`src/rtl/subservient_uart_loader.sv`:
```
// UART firmware loader: receives a length-prefixed, checksummed image and writes it
// word by word over the subservient debug Wishbone port, releasing debug mode on success.
module subservient_uart_loader #(
  parameter int CLKS_PER_BIT = 868,
  parameter int memsize      = 8192
) (
  input  logic        i_clk,
  input  logic        i_rst,
  input  logic        i_uart_rx,
  output logic        o_debug_mode,
  output logic [31:0] o_wb_dbg_adr,
  output logic [31:0] o_wb_dbg_dat,
  output logic [3:0]  o_wb_dbg_sel,
  output logic        o_wb_dbg_we,
  output logic        o_wb_dbg_stb,
  input  logic        i_wb_dbg_ack,
  output logic        o_done,
  output logic        o_err,
  output logic [1:0]  o_err_code
);
  localparam int CW = $clog2(CLKS_PER_BIT);
  localparam logic [CW-1:0] FULL_M1 = CW'(CLKS_PER_BIT - 1);
  localparam logic [CW-1:0] HALF_M1 = CW'(CLKS_PER_BIT / 2 - 1);

  assign o_wb_dbg_sel = 4'hF;
  assign o_wb_dbg_we  = 1'b1;

  // ---------------- UART receiver ----------------
  typedef enum logic [1:0] {R_IDLE, R_START, R_DATA, R_STOP} rx_st_t;
  rx_st_t         rx_st;
  logic           rx_s1, rx_s, rx_prev;
  logic [CW-1:0]  cnt;
  logic [2:0]     bitn;
  logic [7:0]     rx_data;
  logic           rx_valid, rx_ferr;

  always_ff @(posedge i_clk) begin
    rx_valid <= 1'b0;
    rx_ferr  <= 1'b0;
    if (i_rst) begin
      rx_s1   <= 1'b1;
      rx_s    <= 1'b1;
      rx_prev <= 1'b1;
      rx_st   <= R_IDLE;
      cnt     <= '0;
      bitn    <= '0;
      rx_data <= '0;
    end else begin
      rx_s1   <= i_uart_rx;
      rx_s    <= rx_s1;
      rx_prev <= rx_s;
      case (rx_st)
        R_IDLE:
          if (rx_prev && !rx_s) begin
            rx_st <= R_START;
            cnt   <= '0;
          end
        R_START:
          if (cnt == HALF_M1) begin
            cnt   <= '0;
            bitn  <= '0;
            // a line that is high again mid start bit was only a glitch
            rx_st <= rx_s ? R_IDLE : R_DATA;
          end else cnt <= cnt + 1'b1;
        R_DATA:
          if (cnt == FULL_M1) begin
            cnt     <= '0;
            rx_data <= {rx_s, rx_data[7:1]};
            if (bitn == 3'd7) rx_st <= R_STOP;
            else bitn <= bitn + 1'b1;
          end else cnt <= cnt + 1'b1;
        R_STOP:
          if (cnt == FULL_M1) begin
            cnt      <= '0;
            rx_st    <= R_IDLE;
            rx_valid <= rx_s;
            rx_ferr  <= !rx_s;
          end else cnt <= cnt + 1'b1;
        default: rx_st <= R_IDLE;
      endcase
    end
  end

  // ---------------- frame FSM + Wishbone stage ----------------
  typedef enum logic [2:0] {S_LEN, S_DATA, S_CSUM, S_CHK, S_DONE, S_ERR} st_t;
  st_t         st;
  logic [31:0] len, k, word, nword, len_n;
  logic [1:0]  hidx, lane;
  logic [7:0]  sum, csum;
  logic        last, handoff;

  always_comb begin
    lane    = k[1:0];
    nword   = (lane == 2'd0) ? 32'(rx_data) : (word | (32'(rx_data) << {lane, 3'b000}));
    last    = (k == len - 32'd1);
    handoff = (lane == 2'd3) || last;
    len_n   = {rx_data, len[31:8]};
  end

  always_ff @(posedge i_clk) begin
    if (i_rst) begin
      st           <= S_LEN;
      len          <= '0;
      k            <= '0;
      hidx         <= '0;
      word         <= '0;
      sum          <= '0;
      csum         <= '0;
      o_wb_dbg_stb <= 1'b0;
      o_wb_dbg_adr <= '0;
      o_wb_dbg_dat <= '0;
      o_done       <= 1'b0;
      o_err        <= 1'b0;
      o_err_code   <= 2'd0;
      o_debug_mode <= 1'b1;
    end else begin
      if (o_wb_dbg_stb && i_wb_dbg_ack) o_wb_dbg_stb <= 1'b0;
      case (st)
        S_LEN:
          if (rx_ferr) begin
            st <= S_ERR; o_err <= 1'b1; o_err_code <= 2'd0;
          end else if (rx_valid) begin
            len  <= len_n;
            hidx <= hidx + 1'b1;
            if (hidx == 2'd3) begin
              if (len_n > 32'(memsize)) begin
                st <= S_ERR; o_err <= 1'b1; o_err_code <= 2'd1;
              end else st <= (len_n == 32'd0) ? S_CSUM : S_DATA;
            end
          end
        S_DATA:
          if (rx_ferr) begin
            st <= S_ERR; o_err <= 1'b1; o_err_code <= 2'd0;
          end else if (rx_valid) begin
            word <= nword;
            sum  <= sum + rx_data;
            k    <= k + 32'd1;
            if (last) st <= S_CSUM;
            if (handoff) begin
              // single word of buffering: a second word while one is pending is an overrun
              if (o_wb_dbg_stb) begin
                st <= S_ERR; o_err <= 1'b1; o_err_code <= 2'd2;
              end else begin
                o_wb_dbg_stb <= 1'b1;
                o_wb_dbg_adr <= {k[31:2], 2'b00};
                o_wb_dbg_dat <= nword;
              end
            end
          end
        S_CSUM:
          if (rx_ferr) begin
            st <= S_ERR; o_err <= 1'b1; o_err_code <= 2'd0;
          end else if (rx_valid) begin
            csum <= rx_data;
            st   <= S_CHK;
          end
        S_CHK:
          if (!o_wb_dbg_stb) begin
            if (csum == sum) begin
              st <= S_DONE; o_done <= 1'b1; o_debug_mode <= 1'b0;
            end else begin
              st <= S_ERR; o_err <= 1'b1; o_err_code <= 2'd3;
            end
          end
        default: ;
      endcase
    end
  end
endmodule

```
`config.mk`:
```
export PLATFORM = sky130hd
export DESIGN_NAME = subservient_uart_loader
export DESIGN_NICKNAME = d
export VERILOG_FILES = /design/src/rtl/subservient_uart_loader.sv
export SDC_FILE = /design/constraint.sdc
export NUM_CORES = 1
export LEC_CHECK = 0
export CORE_MARGIN = 3
export CORE_UTILIZATION = 55
export CTS_BUF_LIST = sky130_fd_sc_hd__clkbuf_8
export CTS_CLUSTER_DIAMETER = 80
export CTS_CLUSTER_SIZE = 30
export DETAILED_ROUTE_END_ITERATION = 16
export PLACE_DENSITY = 0.89
export SETUP_SLACK_MARGIN = 0.3
export SYNTH_ARGS = -nofsm -noshare
export SYNTH_HDL_FRONTEND = slang
export SYNTH_SLANG_ARGS = --single-unit
```
`constraint.sdc`:
```
create_clock -name i_clk -period 3.1 [get_ports i_clk]
set_clock_uncertainty 0.15 [all_clocks]
set_input_delay 0.465 -clock i_clk [delete_from_list [all_inputs] [get_ports i_clk]]
set_output_delay 0.465 -clock i_clk [all_outputs]
set_load 0.01 [all_outputs]
```
==> results of run 1 <==
-- logic make-up (layout without fill, tap and decap cells) --
group,Yosys count,in the layout
xor gates and xnor gates,79,79
and+or+nand+nor,546,546
AOI/OAI and AO/OA,333,333
other,2,7
adders and majority gates,16,16
buffers and inverters,135,270
muxes,17,17
DFF,213,213
-- what timing repair did --
| item | 4_1_cts | 5_1_grt |
|---|---|---|
| cloned | 3 | 6 |
| setup buffers | 7 | 8 |
| pin swaps | 15 | 25 |
| endpoints found under the hold margin | 0 | 0 |
| resized for setup | 52 | 69 |
| setup endpoints to repair | 74 | 79 |
-- state kept, by name, indices dropped and copies added, names as in the netlist, named ones only --
name,cells
csum,8
bitn,3
o_wb_dbg_dat,32
cnt,10
rx_prev,1
rx_s1,1
o_done,1
o_err,1
rx_valid,1
k,32
o_wb_dbg_stb,1
rx_st,1
o_debug_mode,1
hidx,2
o_wb_dbg_adr,30
word,32
rx_data,8
rx_s,1
rx_ferr,1
st,3
sum,8
o_err_code,2
len,32
-- metal layers --
layer  vias up  track usage, %  wire length, um
li1       4936               -                -
met1      5093            36.3            12800
met2       542            46.8            15700
met3       118            3.32             2260
met4         0            10.7             1320
met5         -               0                0
-- power by group through the flow --
| stage | Clock (W) | Sequential [W] | Combinational [W] |
|---|---|---|---|
| 4_1_cts | 0.00127 | 0.00276 | 0.000162 |
| 6_report | 0.00125 | 0.00276 | 0.000166 |
| 3_3_place_gp | 0 | 0.00282 | 0.000153 |
| 5_1_grt | 0.00135 | 0.00276 | 0.000182 |
| 2_1_floorplan | 0 | 0.00281 | 0.000123 |
| 3_5_place_dp | 0 | 0.00282 | 0.000159 |
-- placed cells by master, fill, tap and decap left out, types with 14 or more instances in the layout --
cell type / synthesis / layout
inv_1: 25 / 25
nand2b_1: 30 / 30
clkdlybuf4s50_1: 0 / 70
buf_6: 1 / 14
a21oi_1: 174 / 163
a21oi_2: 5 / 16
nand4_1: 15 / 15
dfxtp_1: 213 / 208
xnor2_1: 38 / 38
nor2_1: 130 / 125
nand2_1: 113 / 112
xor2_1: 40 / 40
or3_1: 17 / 16
nor3_1: 71 / 65
buf_4: 11 / 129
nand3_1: 81 / 69
mux2i_1: 16 / 16
o21ai_0: 89 / 46
nor2b_1: 21 / 20
o21ai_1: 0 / 34
-- metrics by stage --
stage | hold slack (ns) | power, W | cell area, um2
finish | 0.177 | 0.00418 | 13200
global route | 0.199 | 0.00429 | 13200
CTS | 0.173 | 0.00419 | 12800
detailed placement | 0.249 | 0.00298 | 12300
global placement | 0.243 | 0.00297 | 12300
floorplan | 0.239 | 0.00294 | 10700
-- critical path, stage by stage (launching register included) --
cell,delay [ns]
dfxtp_1,0.37
nor4_4,0.36
buf_4,0.21
and3_1,0.24
nand2_1,0.14
o31ai_2,0.27
o2111ai_2,0.17
nand4b_1,0.30
buf_4,0.21
o31ai_4,0.24
buf_6,0.17
buf_12,0.15
buf_6,0.11
nand3_1,0.10
a21oi_1,0.19
-- worst min path at each step --
stage	startpoint	endpoint	slack [ns]	cells past startpoint
2_1_floorplan	rx_s1	rx_s	0.24	1
4_1_cts	i_rst	word[29]	0.17	2
3_3_place_gp	rx_s1	rx_s	0.24	1
6_report	i_rst	word[22]	0.18	2
5_1_grt	i_rst	word[29]	0.20	2
3_5_place_dp	rx_s1	rx_s	0.25	1
-- cell type report --
class	count	area, um2	share of cell area [%]
repair buffers	229	2180	16.5
clock buffers	12	165	1.25
well taps	260	325	2.46
multi-input cells	998	6160	46.5
clock inverters	4	35.0	0.265
flip-flops and latches	213	4280	32.3
inverters	25	98.8	0.746
==> Flow_metrics.wiki, run 1 <==
{| class="wikitable"
! Metric !! Value
|-
| Initial core utilization || around 56%
|-
| H-tree level count || 1
|-
| Number of antenna diodes || 0
|-
| Sequential power share || 66.0%
|-
| Period utilization || 112%
|-
| IR drop worst, VDD || around 0.00052 V
|-
| Reg-to-reg setup timing slack || -0.36 ns
|-
| Starting DRT DRC Count || 1229
|-
| Remaining max-slew budget at the tightest pin || about 25%
|-
| Sequential area share after synthesis || 40.3%
|-
| Top cell type by total area after synthesis || dfxtp_1
|-
| Vias per cell || 6.14
|-
| Site Rows || 50
|-
| Capture point of the worst reg-to-reg path || o_wb_dbg_adr[2]
|-
| Fin crit period || 3.46 ns
|-
| DPL Wire Length || around 20 mm
|-
| Leakage power figure || 4.91 nW
|-
| Final slew viol count || 0
|-
| Avg Synthesized Cell Area || 7.89 um2
|-
| Final net count || 1498
|-
| Complex-gate fraction of the synthesized area || 18.1%
|-
| Fraction of synthesized cell area taken by the top area cell type || 40.3%
|-
| Setup repair after global routing missed its margin || true
|-
| Simple-gate share of the synthesized area || 25.9%
|-
| Boundary Pins || 79
|-
| TritonCTS buffer count || 11
|-
| Pwr dens || ~320 nW/um2
|-
| Leading cell type by number of instances after synthesis || dfxtp_1
|-
| Net Sw Power || 0.00100 W
|-
| Post-synthesis instance total || 1341
|-
| CTS Hold Buffers Added || 0
|-
| Post-route ant nets || 0
|-
| Synth cell types || 70
|-
| Total placed cells including tap cells || around 1700
|-
| Total routing resource utilization after global routing || 27.7%
|-
| Summed negative setup slack over all endpoints || -18.76 ns
|-
| Post-detailed-routing wire length || between 30 and 40 mm
|-
| Number of setup violations in the final report || 69
|-
| Port buffer count || between 70 and 80
|-
| Antenna violations before repair || 0
|-
| Switching share of total power || 24.0%
|-
| R2r startpoint || len[6]
|-
| TritonCTS clock tree || done
|-
| Largest driver fanout on the critical path || 6
|-
| Startpoint types || flip-flop
|-
| Primary flip-flop cell chosen by synthesis mapping || dfxtp_1
|-
| Share of post-route cells with drive strength above 1 || a little under a fifth
|-
| Cell types with the largest area share after synthesis || dfxtp_1 (40%), a21oi_1 (8.2%), nor2_1 (4.6%)
|-
| Hold/Removal Path Class || input pin to flip-flop
|-
| Via count of the first global-routing pass || ~9800
|-
| Outcome || complete, but fails checks
|-
| Critical path capture point || o_wb_dbg_adr[2]
|-
| Largest family of logic cells by synthesized area || simple AND/OR/NAND/NOR gates
|-
| First-pass detailed-route iteration total || 6
|-
| Violations in the final reports || setup timing
|-
| Top achievable clock speed || 289 MHz
|-
| Number of buffers on the longest clock path || 3
|-
| Combined area of all synthesized cells || 10600 um2
|-
| Crit path capture type || flip-flop
|-
| Multiplexer share of the synthesized area || 1.62%
|-
| Crit path from || len[6]
|-
| Vertical die dimension || 145 um
|-
| Clock-pin slew of the registers on the worst-case setup and hold paths || 0.17 ns
|-
| Count of non-filler cells in the finished layout || about 1700
|-
| Clock network fraction of design power || 30.0%
|-
| Number of enable flip-flop cells after synthesis || 0
|-
| Die W || 145 um
|-
| Power share of the combinational group || under 10%
|-
| Async S/R FF share, synth || 0%
|-
| Path depth of the worst reg2reg path || 14
|-
| Transition time of the tightest slew-check pin || 1.12 ns
|-
| Utilization of the core after routing || 70.3%
|-
| Routed len/inst || 18.4 um
|-
| Clock latency on the worst-skew pair || 0.53 ns
|-
| Number of sinks driven by the clock tree || 213
|-
| Place WS || -0.217 ns
|-
| Xor/xnor share of the synthesized area || under 10%
|-
| Adder and majority cell fraction of the synthesized area || under 10%
|-
| Critical path data required time || roughly 3.4 ns
|-
| Grt total ovfl || 0
|-
| Vias || 10689
|-
| Area growth syn-to-layout || 25.1%
|-
| Hold violation count in the final report || 0
|-
| Cell-internal power || 0.00318 W
|-
| Synth top cells by count || dfxtp_1 (213), a21oi_1 (174), nor2_1 (130)
|-
| First-pass GRT wire length || 48.0 mm
|-
| Max Cap Viol || 0
|-
| Final routed DRC violation total || 0
|-
| Category of the critical setup timing path || flip-flop to flip-flop
|-
| Fill cell total of the finished layout || 1301
|-
| Area inside the core boundary || 18800 um2
|-
| Root Buffer Master || clkbuf_8
|-
| Arrival time of the worst setup path || approximately 3.8 ns
|-
| Overall die area || 20900 um2
|-
| Number of flip-flops and latches in the synthesized netlist || 213
|-
| Placer Congestion || 0.983
|-
| Final critical-path setup slack || -0.357 ns
|-
| Ys Warns || 0
|-
| Pin count of the biggest net entering global routing || 77
|}
(Power assumes the default switching activity.)
==> inputs of run 2 (changes only) <==
- GPL_TIMING_DRIVEN: unset -> 1
==> results of run 2 <==
Same layout as run 1: the final DEF is identical, and so are final timing and power.
==> RTL edit (flow settings as in run 2) <==
Set the parameter `CLKS_PER_BIT` to 434 (it was 868).
--- a/src/rtl/subservient_uart_loader.sv
+++ b/src/rtl/subservient_uart_loader.sv
@@ -1,7 +1,7 @@
 // UART firmware loader: receives a length-prefixed, checksummed image and writes it
 // word by word over the subservient debug Wishbone port, releasing debug mode on success.
 module subservient_uart_loader #(
-  parameter int CLKS_PER_BIT = 868,
+  parameter int CLKS_PER_BIT = 434,
   parameter int memsize      = 8192
 ) (
   input  logic        i_clk,
Function: no difference found for any inputs over 4 cycles, from zero or initial values and one cycle with i_rst high; that may be too few to reach the edited logic, so the function may still have changed.
==> RTL edit against run 2 <==
  * The run still ends with setup timing left
  * Sequential cell count decreased by 1
  * Largest cell class unchanged
  * Synthesized area increased by 9.1%
  * Setup slack got worse by 0.097 ns
  * Non-clock buffer count decreased by 52
  * Design area increased by 2.9%
  * Routed wire length increased by 3.2%
Power is not compared: it rests on default switching activity, and its combinational part moved more than twofold at a synthesized area within 25%.
==> RTL edit: results (changes against run 2) <==
| Metric | Value |
|---|---|
| Met3 Resource Use GR | `3.26% (-0.058 points)` |
| Proportion of layout cells with a drive suffix above 1 | `13.5% (-5.3 points)` |
| Initial DRC Count | `1,141 (-7.2%)` |
| Clk_lat worst skew | `0.57 ns (+0.04 ns)` |
| Fill cell count | `1,608 (+24%)` |
| Violated checks | `setup timing` |
| Wl on met1 | `13,300 um (+3.4%)` |
| Num CTS Buffers | `12 (+1)` |
| Placed cell area | `0.0127 mm^2 (+3.2%)` |
| Routing usage on met1 | `36.2% (-0.050 points)` |
| Gpl congestion | `0.940 (-4.3%)` |
| Setup TNS | `-25.14 ns (-6.37 ns)` |
| Post-synthesis cell type count | `71 (+1.4%)` |
| CP peak stage delay | `0.59 ns (+0.22 ns)` |
| Final worst slack | `-0.454 ns (-0.0969 ns)` |
| M2 GR Usage | `44.6% (-2.2 points)` |
| Final Instance Count excl. Fillers | `1,841 (+5.7%)` |
| Total GRT Usage | `26.7% (-0.99 points)` |
| Place WS | `-0.373 ns (-0.155 ns)` |
| CP max stage cell | `or4_4` |
| Post-synthesis xor/xnor area fraction | `5.92% (-0.76 points)` |
| Cells after synthesis | `1,530 (+14%)` |
| Vias in the first global route | `10,500 (+7.5%)` |
| Reg2reg start | `len[5]$_SDFFE_PP0P_` |
| Least-Margin Pin Slew | `1.10 ns (-0.0195 ns)` |
| DRT Pass-1 Iters | `7 (+1)` |
| Setup violators final | `69 (unchanged)` |
| Largest net degree at the start of global routing | `90 (+17%)` |
| Metal3 WL | `2550 um (+13%)` |
| Status | `complete, but fails checks` |
==> RTL edit: cell count changes after synthesis, moves of 26 or more <==
| cell | run 2 | this run |
|---|---|---|
| a21oi_1 | 174 | 126 |
| a31oi_1 | 3 | 34 |
| and3_1 | 11 | 44 |
| clkbuf_1 | 88 | 126 |
| nand2_1 | 113 | 213 |
| nand3_1 | 81 | 114 |
| nor3b_1 | 8 | 41 |
| o21ai_0 | 89 | 27 |
| o21ai_1 | 0 | 30 |
| o32ai_1 | 0 | 26 |
==> RTL edit: area by class of cell <==
cell class | count | share of cell area (%)
Clock buffer | 12 | 1.21
Clock inverter | 5 | 0.376
Inverter | 25 | 0.689
Multi-Input combinational cell | 1140 | 51.3
Sequential cell | 212 | 31.2
Tap cell | 270 | 2.48
Timing Repair Buffer | 177 | 12.8
==> RTL edit: timing repair <==
action | CTS | global route
setup endpoints to repair | 71 | 72
buffers inserted | 5 | 3
gates resized for setup | 17 | 63
gates cloned | 1 | 6
pin swaps | 5 | 45
